===== config.mk =====
export PLATFORM = sky130hd
export DESIGN_NAME = imem_loader
export DESIGN_NICKNAME = d
export VERILOG_FILES = /design/src/rtl/imem_loader.sv
export SDC_FILE = /design/constraint.sdc
export NUM_CORES = 1
export LEC_CHECK = 0
export BUFFER_PORTS_ARGS = -buffer_cell sky130_fd_sc_hd__buf_2
export CORE_MARGIN = 2
export CORE_UTILIZATION = 50
export DETAILED_ROUTE_END_ITERATION = 6
export PLACE_DENSITY = 0.75
export REMOVE_ABC_BUFFERS = 1
export SLEW_MARGIN = 20
export SYNTH_ARGS = -nofsm -noshare
export SYNTH_HDL_FRONTEND = slang
export SYNTH_SLANG_ARGS = --single-unit
export TNS_END_PERCENT = 50

===== constraint.sdc =====
create_clock -name clk -period 1.68 [get_ports clk]
set_input_delay 0.336 -clock clk [delete_from_list [all_inputs] [get_ports clk]]
set_output_delay 0.336 -clock clk [all_outputs]
set_load 0.02 [all_outputs]

===== src/rtl/imem_loader.sv =====
`default_nettype none
// ============================================================================
// Module      : imem_loader
// Description : Streams bytes into 32-bit instruction words and writes them to
//               the instruction memory while holding the core. The optional
//               checksum stage is enabled by defining LOADER_CHECKSUM_EN.
// Revision    : 1.0 - initial release
// ============================================================================
module imem_loader #(
    parameter int MEM_WORDS = 64,
    parameter int ADDR_W    = 6
) (
    input  logic              clk,
    input  logic              rst,
    input  logic              start,
    input  logic [6:0]        word_count,
    input  logic [7:0]        byte_in,
    input  logic              byte_valid,
    output logic              byte_ready,
    output logic              we,
    output logic [ADDR_W-1:0] waddr,
    output logic [31:0]       wdata,
    output logic              core_hold,
    output logic              done,
    output logic              err
);

    localparam logic [2:0] S_IDLE  = 3'd0;
    localparam logic [2:0] S_RECV  = 3'd1;
    localparam logic [2:0] S_WRITE = 3'd2;
    localparam logic [2:0] S_DONE  = 3'd3;
`ifdef LOADER_CHECKSUM_EN
    localparam logic [2:0] S_CHECK = 3'd4;
`endif
    localparam logic [31:0] c_mem_words = MEM_WORDS;

    logic [2:0]        r_state;
    logic [ADDR_W-1:0] r_last;
    logic [ADDR_W-1:0] r_widx;
    logic [1:0]        r_bidx;
    logic [31:0]       r_word;
    logic              r_ready;
    logic              r_we;
    logic [ADDR_W-1:0] r_waddr;
    logic [31:0]       r_wdata;
    logic              r_hold;
    logic              r_done;
`ifdef LOADER_CHECKSUM_EN
    logic [31:0]       r_sum;
    logic              r_err;
`endif

    logic              w_accept;
    logic [31:0]       w_word;
    logic [31:0]       w_cnt_ext;
    logic [ADDR_W-1:0] w_last;

    assign w_accept  = r_ready & byte_valid;
    assign w_cnt_ext = {25'd0, word_count};

    // Out-of-range counts (zero or larger than the memory) load the whole memory.
    assign w_last = (w_cnt_ext == 32'd0 || w_cnt_ext > c_mem_words)
                    ? ADDR_W'(c_mem_words - 32'd1)
                    : ADDR_W'(w_cnt_ext - 32'd1);

    always_comb begin
        w_word = r_word;
        case (r_bidx)
            2'd0:    w_word[7:0]   = byte_in;
            2'd1:    w_word[15:8]  = byte_in;
            2'd2:    w_word[23:16] = byte_in;
            default: w_word[31:24] = byte_in;
        endcase
    end

    always_ff @(posedge clk) begin
        if (rst) begin
            r_state <= S_IDLE;
            r_last  <= '0;
            r_widx  <= '0;
            r_bidx  <= '0;
            r_word  <= '0;
            r_ready <= 1'b0;
            r_we    <= 1'b0;
            r_waddr <= '0;
            r_wdata <= '0;
            r_hold  <= 1'b0;
            r_done  <= 1'b0;
`ifdef LOADER_CHECKSUM_EN
            r_sum   <= '0;
            r_err   <= 1'b0;
`endif
        end else begin
            r_we   <= 1'b0;
            r_done <= 1'b0;
            case (r_state)
                S_IDLE: begin
                    if (start) begin
                        r_last  <= w_last;
                        r_widx  <= '0;
                        r_bidx  <= '0;
                        r_word  <= '0;
                        r_ready <= 1'b1;
                        r_hold  <= 1'b1;
                        r_state <= S_RECV;
`ifdef LOADER_CHECKSUM_EN
                        r_sum   <= '0;
                        r_err   <= 1'b0;
`endif
                    end
                end
                S_RECV: begin
                    if (w_accept) begin
                        r_word <= w_word;
                        r_bidx <= r_bidx + 2'd1;
                        if (r_bidx == 2'd3) begin
                            r_ready <= 1'b0;
                            r_we    <= 1'b1;
                            r_waddr <= r_widx;
                            r_wdata <= w_word;
                            r_state <= S_WRITE;
`ifdef LOADER_CHECKSUM_EN
                            r_sum   <= r_sum + w_word;
`endif
                        end
                    end
                end
                S_WRITE: begin
                    // The index saturates on the last word so it never wraps to 0.
                    if (r_widx == r_last) begin
`ifdef LOADER_CHECKSUM_EN
                        r_ready <= 1'b1;
                        r_state <= S_CHECK;
`else
                        r_done  <= 1'b1;
                        r_state <= S_DONE;
`endif
                    end else begin
                        r_widx  <= r_widx + 1'b1;
                        r_ready <= 1'b1;
                        r_state <= S_RECV;
                    end
                end
`ifdef LOADER_CHECKSUM_EN
                S_CHECK: begin
                    if (w_accept) begin
                        r_word <= w_word;
                        r_bidx <= r_bidx + 2'd1;
                        if (r_bidx == 2'd3) begin
                            r_ready <= 1'b0;
                            r_done  <= 1'b1;
                            r_err   <= (w_word != r_sum);
                            r_state <= S_DONE;
                        end
                    end
                end
`endif
                S_DONE: begin
                    r_hold  <= 1'b0;
                    r_state <= S_IDLE;
                end
                default: begin
                    r_ready <= 1'b0;
                    r_hold  <= 1'b0;
                    r_state <= S_IDLE;
                end
            endcase
        end
    end

    assign byte_ready = r_ready;
    assign we         = r_we;
    assign waddr      = r_waddr;
    assign wdata      = r_wdata;
    assign core_hold  = r_hold;
    assign done       = r_done;
`ifdef LOADER_CHECKSUM_EN
    assign err        = r_err;
`else
    assign err        = 1'b0;
`endif

endmodule
`default_nettype wire


==> reports/metrics.cfg <==
[synth]
synth_top_cell_area_share_pct = 44.1
synth_edf_count = 0
ys_warn_count = 0
ys.flop_type = dfxtp_1
seq_area_frac_synth_pct = 44.1
async_flop_share_pct = 0
ys_seq_elements = 82
synthesis.instances = 412
yosys-top-cells-area = dfxtp_1 (44%), mux2i_1 (7.3%), nor2_1 (6.5%), a211oi_1 (5.2%), a22oi_1 (4.6%)
synthesis.area_sq_um = 3720
synth_top_area_cell = dfxtp_1
yosysUniqueCellTypes = 47
synth_area_per_cell_sq_um = 9.03
synth_most_common_cell = dfxtp_1
synthTopCellsByCount = dfxtp_1 (82), nor2_1 (64), nand2_1 (33), mux2i_1 (27), a211oi_1 (26)

[cells_and_area]
fin_nets = 495
instances_no_fill = 568
multi_input_area_sq_um = 1910
drive_gt1_share_pct = 26.2
area_growth_pct = 19.2
seq_area_sq_um = 1640
antenna_cells = 0
nFillCells = 654

[placed_design]
gp_congestion = 0.813
dp_hpwl_mm = 6.03
dp.cells = 552
portBuffers = 60
pre_cts_slack_ns = -0.00362

[timing]
worstMarginPinSlew_ns = 0.495
hold_slack_ns = 0.229
hold_viol = 0
fin_tns_setup_ns = 0
fin_ws_ns = 0.0869
finClkSkew_ns = 0.0118
slew_headroom_pct = 66.9
fmax_ghz = 0.628
fin_crit_ns = 1.59
finalCritPeriodShare_pct = 94.8
drv_slew = 0
finalSetupViolations = 0

[worst_setup_path]
arrival_ns = 1.83
crit_fanout = 8
worstSetupPathType = reg -> reg
crit_path_start_kind = flip-flop
ff2ff_path_depth = 6
critPathCaptureType = flip-flop
critical_path_required_ns = 1.92

[cts]
cts_inserted_buffers = 9
cts_tree = yes
htreeDepth = 3
root_buffer = clkbuf_8
cts_buffer_depth = 2
clkTransAtPathRegs_ns = 0.09
post_cts_buffers = 0
clock_latency_ns = 0.35
cts.hold.buffers_added = 0
cts.sinks = 82

[hold_path]
hold_class = in -> reg
whs_path_depth = 2

[global_routing]
grt_max_degree = 37
gr-usage-all-layers_pct = 21.1
grt-ovfl-total = 0
grt_pass1_wl_mm = 14.0
grt_pass1_vias = 2927
antenna_found_initial = 0

[floorplanning]
dieArea_sq_um = 8150
dieWidth_microns = 90.3
ios = 62
core_sq_um = 7210
initial_core_util_pct = 51.6
fp.dieH_microns = 90.3
core.rowCount = 31

[route]
drc = 0
routed_wirelength_mm = 8.41
dr.first_iter.drc_count = 211
vias = 3136
via_per_inst = 5.52
drtPass1Iterations = 4
wl_per_cell_microns = 14.8
drtAntennaViolNets = 0

[power]
total_power_mw = 4.36
ir_drop_mv = 0.396
power.density_nw_per_um2 = 982
power.leakage_nw = 1.73

[run]
maxCapViolCount = 0

[run_status]
status = completed

## cell families (layout without fill, tap and decap cells)
logic type	count (synthesis)	count (layout)	synth area share, %
buffers and inverters	54	111	6.52
other	1	1	0.101
multiplexers	27	27	7.26
AO/OA/AOI/OAI	96	96	19.5
adder cells (fa/ha/maj)	12	12	4.03
XOR/XNOR	11	11	2.59
AND/OR/NAND/NOR	129	129	15.9
flip-flops	82	82	44.1
## critical path, cell delays in order (launching register included)
cell and delay, ns:
dfxtp_2 0.33, inv_1 0.12, ha_2 0.27, and2b_2 0.27, o221ai_4 0.19, a22oi_1 0.23
nor2_1 0.07
## sequential cells by signal, summed over array words and instances, names as in the netlist
name and count:
r_widx 6, waddr 6, we 1, r_word 24
r_state 2, core_hold 1, r_last 6, byte_ready 1
r_bidx 2, done 1, wdata 32
## report_power, final
part	switching, mW	leakage (nW)	internal (mW)
clock network	0.742	0.109	0.880
registers	0.0373	0.663	1.99
logic	0.438	0.960	0.273
total	1.22	1.73	3.14
## path summary, 6_finish.rpt
kind | start | endpoint | slack (ns)
setup / recovery | r_state[0] | r_word[1] | 0.09
hold / removal | word_count[0] | r_last[0] | 0.23
setup reg to reg | r_state[0] | r_word[1] | 0.09
hold reg to reg | wdata[24] | wdata[24] | 0.46
## area by class of cell
type                    count  share of cell area [%]
multi-input cells         276                    43.1
flip-flops and latches     82                    37.1
repair buffers             80                    10.7
clock buffers              10                    3.10
well taps                  99                    2.79
clock inverters             6                    2.00
inverters                  15                    1.27
## layer usage
metal	global-route usage [%]	routed length [microns]	share of wire [%]	vias to the layer above
met2	36.2	4110	49	91
met4	6.67	148	1.8	0
met5	0	0	0	-
li1	-	-	-	1554
met3	4.92	414	4.9	14
met1	26.3	3740	44	1477
## placed cells by master, fill, tap and decap left out, drive strengths merged, types with 4 or more instances in the layout
cell type / instances
clkbuf: 10
dfxtp: 82
a21oi: 19
buf: 80
nand3: 7
xnor2: 8
a211oi: 28
mux2i: 27
a22oi: 23
and4: 4
nor2: 65
inv: 16
and3: 4
o32ai: 4
a311oi: 6
nand4: 6
ha: 12
nand2: 33
## through the flow
stage / instance area, sq um / util [%]
final: 4440 / 61.5
after detailed placement: 4140 / 57.3
after global placement: 4140 / 57.3
after CTS: 4370 / 60.5
after global routing: 4440 / 61.5
after floorplan: 3540 / -
## timing repair
action / 4_1_cts / 5_1_grt
resized for setup: 3 / 17
pin swaps: 0 / 2
endpoints found under the setup margin: 11 / 38
Note: power is estimated with default switching activity, not from simulation.
